<file path="config.mk">
export PLATFORM = sky130hd
export DESIGN_NAME = clock_enable_gen
export DESIGN_NICKNAME = d
export VERILOG_FILES = /design/src/rtl/clock_enable_gen.sv
export SDC_FILE = /design/constraint.sdc
export NUM_CORES = 1
export LEC_CHECK = 0
export ABC_AREA = 1
export ABC_CLOCK_PERIOD_IN_PS = 5500
export BUFFER_PORTS_ARGS = -buffer_cell sky130_fd_sc_hd__buf_2
export CELL_PAD_IN_SITES_DETAIL_PLACEMENT = 1
export CELL_PAD_IN_SITES_GLOBAL_PLACEMENT = 1
export CORE_MARGIN = 2
export CORE_UTILIZATION = 45
export CTS_BUF_LIST = sky130_fd_sc_hd__clkbuf_16
export DETAILED_ROUTE_END_ITERATION = 12
export GPL_TIMING_DRIVEN = 0
export PLACE_DENSITY = 0.75
export SLEW_MARGIN = 20
export SYNTH_ARGS = -nofsm -noshare
export SYNTH_HDL_FRONTEND = slang
export SYNTH_SLANG_ARGS = --single-unit
</file>
<file path="constraint.sdc">
create_clock -name clk -period 5.5 [get_ports clk]
set_clock_uncertainty 0.2 [all_clocks]
set_input_delay 0.275 -clock clk [delete_from_list [all_inputs] [get_ports clk]]
set_output_delay 0.275 -clock clk [all_outputs]
set_load 0.02 [all_outputs]
</file>
<file path="src/rtl/clock_enable_gen.sv">
// Multi-channel programmable clock-enable generator: per-channel divider with
// one-cycle strobe, registered square wave, lock flag and glitch-free divisor updates.
module clock_enable_gen #(
  parameter  int CHANNELS  = 4,
  parameter  int DIV_W     = 16,
  parameter  int RESET_DIV = 48,
  localparam int CH_W      = (CHANNELS > 1) ? $clog2(CHANNELS) : 1
) (
  input  logic                clk,
  input  logic                reset,
  input  logic                cfg_valid,
  output logic                cfg_ready,
  input  logic [CH_W-1:0]     cfg_chan,
  input  logic [DIV_W-1:0]    cfg_div,
  input  logic                sync,
  output logic [CHANNELS-1:0] ce,
  output logic [CHANNELS-1:0] clk_div,
  output logic [CHANNELS-1:0] locked
);

  localparam logic [DIV_W-1:0] DIV_ONE = DIV_W'(1);
  localparam logic [DIV_W-1:0] DIV_RST = DIV_W'(RESET_DIV);

  // A divisor of zero behaves exactly like a divisor of one.
  function automatic logic [DIV_W-1:0] clamp_div(input logic [DIV_W-1:0] d);
    return (d == '0) ? DIV_ONE : d;
  endfunction

  logic [DIV_W-1:0]    cnt_q      [CHANNELS];
  logic [DIV_W-1:0]    cnt_d      [CHANNELS];
  logic [DIV_W-1:0]    div_act_q  [CHANNELS];
  logic [DIV_W-1:0]    div_act_d  [CHANNELS];
  logic [DIV_W-1:0]    div_pend_q [CHANNELS];
  logic [DIV_W-1:0]    div_pend_d [CHANNELS];
  logic [CHANNELS-1:0] pend_q,    pend_d;
  logic [CHANNELS-1:0] ce_q,      ce_d;
  logic [CHANNELS-1:0] clk_div_q, clk_div_d;
  logic [CHANNELS-1:0] locked_q,  locked_d;

  logic                ready_s;
  logic [CHANNELS-1:0] xfer_s;
  logic [DIV_W-1:0]    new_div_s;

  // Handshake decode; selects beyond the last channel are always ready and dropped.
  always_comb begin
    ready_s   = 1'b1;
    xfer_s    = '0;
    new_div_s = clamp_div(cfg_div);
    for (int i = 0; i < CHANNELS; i++) begin
      ready_s = (cfg_chan == CH_W'(i)) ? ~pend_q[i] : ready_s;
    end
    for (int i = 0; i < CHANNELS; i++) begin
      xfer_s[i] = cfg_valid & ready_s & (cfg_chan == CH_W'(i));
    end
  end

  assign cfg_ready = ready_s;

  // Per-channel next state: count, wrap, apply pending divisor, sync restart.
  always_comb begin
    logic [DIV_W-1:0] cnt_nxt;
    logic [DIV_W-1:0] div_eff;
    logic             wrap;
    logic             apply;
    for (int i = 0; i < CHANNELS; i++) begin
      cnt_d[i]      = cnt_q[i];
      div_act_d[i]  = div_act_q[i];
      div_pend_d[i] = div_pend_q[i];
      pend_d[i]     = pend_q[i];
      ce_d[i]       = 1'b0;
      clk_div_d[i]  = 1'b0;
      locked_d[i]   = locked_q[i];

      cnt_nxt = (cnt_q[i] >= (div_act_q[i] - DIV_ONE)) ? '0 : (cnt_q[i] + DIV_ONE);
      wrap    = (cnt_nxt == '0);
      apply   = wrap & pend_q[i];
      // The period starting at this strobe already runs on the new divisor.
      div_eff = apply ? div_pend_q[i] : div_act_q[i];

      if (sync) begin
        cnt_d[i]    = '0;
        ce_d[i]     = 1'b0;
        clk_div_d[i] = 1'b0;
        locked_d[i] = 1'b0;
        pend_d[i]   = 1'b0;
        if (xfer_s[i]) begin
          div_act_d[i] = new_div_s;
        end else if (pend_q[i]) begin
          div_act_d[i] = div_pend_q[i];
        end else begin
          div_act_d[i] = div_act_q[i];
        end
      end else begin
        cnt_d[i]     = cnt_nxt;
        ce_d[i]      = wrap;
        clk_div_d[i] = (cnt_nxt < (div_eff >> 1));
        locked_d[i]  = locked_q[i] | wrap;
        div_act_d[i] = div_eff;
        // A transfer needs pend clear, so it can never collide with an apply.
        if (xfer_s[i]) begin
          div_pend_d[i] = new_div_s;
          pend_d[i]     = 1'b1;
        end else begin
          div_pend_d[i] = div_pend_q[i];
          pend_d[i]     = pend_q[i] & ~apply;
        end
      end
    end
  end

  // State and output registers.
  always_ff @(posedge clk or negedge reset) begin
    if (!reset) begin
      for (int i = 0; i < CHANNELS; i++) begin
        cnt_q[i]      <= '0;
        div_act_q[i]  <= DIV_RST;
        div_pend_q[i] <= DIV_RST;
      end
      pend_q    <= '0;
      ce_q      <= '0;
      clk_div_q <= '0;
      locked_q  <= '0;
    end else begin
      for (int i = 0; i < CHANNELS; i++) begin
        cnt_q[i]      <= cnt_d[i];
        div_act_q[i]  <= div_act_d[i];
        div_pend_q[i] <= div_pend_d[i];
      end
      pend_q    <= pend_d;
      ce_q      <= ce_d;
      clk_div_q <= clk_div_d;
      locked_q  <= locked_d;
    end
  end

  assign ce      = ce_q;
  assign clk_div = clk_div_q;
  assign locked  = locked_q;

endmodule

</file>
==> qor.txt <==
Clk Latency, worst-skew pair: 0.54 ns
First-pass GRT wire length: 82900 um
Total gr overflow: 0
Peak supply drop: 0.000247 V
CTS Buffer Depth: 3
CTS sink cnt: 208
Maxcap violations: 0
Setup Slack @ Placement: -0.517 ns
# diodes: 0
Largest family of logic cells by synthesized area: simple AND/OR/NAND/NOR gates
Setup CP Type: reg2reg
Root buffer cell: clkbuf_16
FF-to-FF End: clk_div[1]
Critical path origin: div_act_q[33]
RSZ-0062 raised after global routing: yes
Cell count along the critical path: 32
Synth-to-layout area growth: 16.1%
Detailed-route wire length: 52500 um
Row cnt: 67
Clock-pin transition on the worst setup and hold timing paths: 0.06 ns
Synthesized netlist net count: 2286
Largest net degree at the start of global routing: 95
Status: finished, final reports clean
Yosys cell types: 46
1st-pass router iterations: 5
Top FF cell, synth: dfrtp_1
Routed vias: 15100
Crit path required time: 5.76 ns
Gr usage total: 29.3%
Vias in the first global route: 15700
Avg Vias per Cell: 5.58
F_max: 0.185 GHz
CP endpoint kind: flop
Crit start category: flop
Worst Setup Slack, final: 0.0818 ns
Ys async rst share: 100%
Initial antenna violation count: 1
Period utilization: 98.5%
Max Slew Vio Count: 0
Worst-Margin Slew: 1.01 ns
Setup slack, reg-to-reg: 0.08 ns
Die H: 188 um
Adder-cell share of the synthesized area: 10.6%
Minimum clock period: 5.42 ns
Crit path capture: clk_div[1]
DR DRC count: 0
Port bufs: 33
Final hold violations: 0
Core area: 0.0334 mm2
Die Wd: 188 um
Mux cell area share after synthesis: 0%
# IOs: 35
Critical path buffer and inverter count: 6
Number of synthesized flops with an enable pin: 0
Post-Synthesis Cells: 2136
Worst R2R Start: div_act_q[33]
Rel. slew slack: 32.9%
Worst hold path class: in2async
CTS buffer count: 27
Pwr/cell area: 298 mW/mm2
Gpl congestion: 0.837
TritonCTS clock tree: done
Synth Cell Area: 0.0152 mm2
Max incr delay on CP: 0.40 ns
Setup violators final: 0
Most frequent cells in the layout: 495 x nand2_1, 251 x inv_1, 200 x o21ai_0
Nets@finish: 2390
DR WL/cell: 19.4 um
CP delay by family, top: simple AND/OR/NAND/NOR gates
Initial Util: 45.4%
Warnings, synthesis: 0
Commonest non-fill, non-tap cell in the layout: nand2_1
Share of cells above drive strength 1: 10.6%
Static Leak: 9.03 nW
Synthesized area per cell: 7.10 um2
Hpwl dp: 38900 um
Part of the Yosys area used for sequential elements: 34.5%
Critical Path AT: 5.68 ns
CTS HTree Levels: 1
Crit-path max FO: 8
Slowest-stage cell, CP: dfrtp_1
Number of routed nets with antenna violations: 0
Compound-gate portion of the synthesized area: 15.6%
Starting DRT DRC Count: 715
Register-to-Register Path Depth: 32
Synth Area in XOR/XNOR: 4.45%
Die area: 0.0352 mm2
Simple-gate share of the synthesized area: 26.2%
Yosys reg bits: 208
Power consumption: 5.25 mW
-- registers in the layout, indices dropped and copies added (netlist names) --
register and cells:
ce 4, pend_q 4, div_pend_q 64, clk_div 4, locked 4, div_act_q 64, cnt_q 64
-- per-layer routing --
metal | up-vias | routed length, um | part of all wire [%] | global-route usage [%]
met4 | 2 | 1310 | 2.5 | 7.96
met5 | - | 18 | 0.034 | 0
met3 | 76 | 2400 | 4.6 | 3.82
met2 | 294 | 25300 | 48 | 49.9
li1 | 7232 | - | - | -
met1 | 7507 | 23400 | 45 | 39.2
-- worst min path at each step --
stage / cells past startpoint / slack (ns) / endpoint
5_1_grt: 2 / 0.04 / cnt_q[23]
3_3_place_gp: 2 / 0.27 / div_pend_q[1]
3_5_place_dp: 1 / -0.005 / cnt_q[23]
2_1_floorplan: 0 / -0.22 / ce[0]
4_1_cts: 3 / 0.005 / div_act_q[33]
6_report: 2 / 0.006 / cnt_q[23]
-- cells in the mapped netlist (all sizes together) (10+ instances only) --
| cell type | count | area [um2] |
|---|---|---|
| or2 | 10 | 62.6 |
| dfstp | 16 | 420 |
| nor2 | 211 | 845 |
| a31oi | 11 | 68.8 |
| inv | 259 | 975 |
| nand4 | 24 | 150 |
| o21ai | 255 | 1280 |
| buf | 22 | 129 |
| clkbuf | 59 | 221 |
| o21bai | 10 | 75.1 |
| ha | 128 | 1600 |
| nand3 | 117 | 608 |
| dfrtp | 192 | 4800 |
| nor3 | 69 | 345 |
| xor2 | 68 | 596 |
| a21oi | 114 | 574 |
| nand2 | 505 | 1900 |
| o211ai | 23 | 173 |
-- where the power goes --
group | leakage [nW] | switching (mW) | internal, mW | total (mW)
Sequential | 2.66 | 0.204 | 1.77 | 1.97
Combinational | 5.95 | 0.989 | 0.537 | 1.53
Clock | 0.429 | 0.729 | 1.02 | 1.75
-- repair_timing --
action	in CTS	in global routing
setup buffers	2	30
hold buffers	8	0
resized for setup	22	98
pin swaps	0	31
hold endpoints to repair	202	0
setup endpoints to repair	3	4
-- layout make-up --
type / instances / area, um2
clock inverters: 22 / 173
flip-flops and latches: 208 / 5230
plain buffers: 81 / 372
clock buffers: 27 / 676
well taps: 448 / 561
inverters: 259 / 975
repair buffers: 75 / 551
multi-input cells: 1588 / 9070
fillers: 4312 / 15800
-- kinds of logic after synthesis --
| group | Yosys count |
|---|---|
| AO/OA/AOI/OAI | 438 |
| XOR/XNOR | 77 |
| adder cells (fa/ha/maj) | 128 |
| buffers and inverters | 340 |
| flip-flops | 208 |
| AND/OR/NAND/NOR | 945 |
-- per-stage QoR --
step	cells	hold WS [ns]	TNS (ns)	instance area, um2	utilization, %
floorplan	2136	-0.221	0	15200	-
global placement	2617	0.270	-0.650	15900	47.6
detailed placement	2619	-0.00497	-1.20	16000	47.8
CTS	2678	0.00550	0	17000	51.0
global route	2708	0.0355	-0.485	17600	52.8
finish	2708	0.00642	0	17600	52.8
Note: power is estimated with default switching activity, not from simulation.
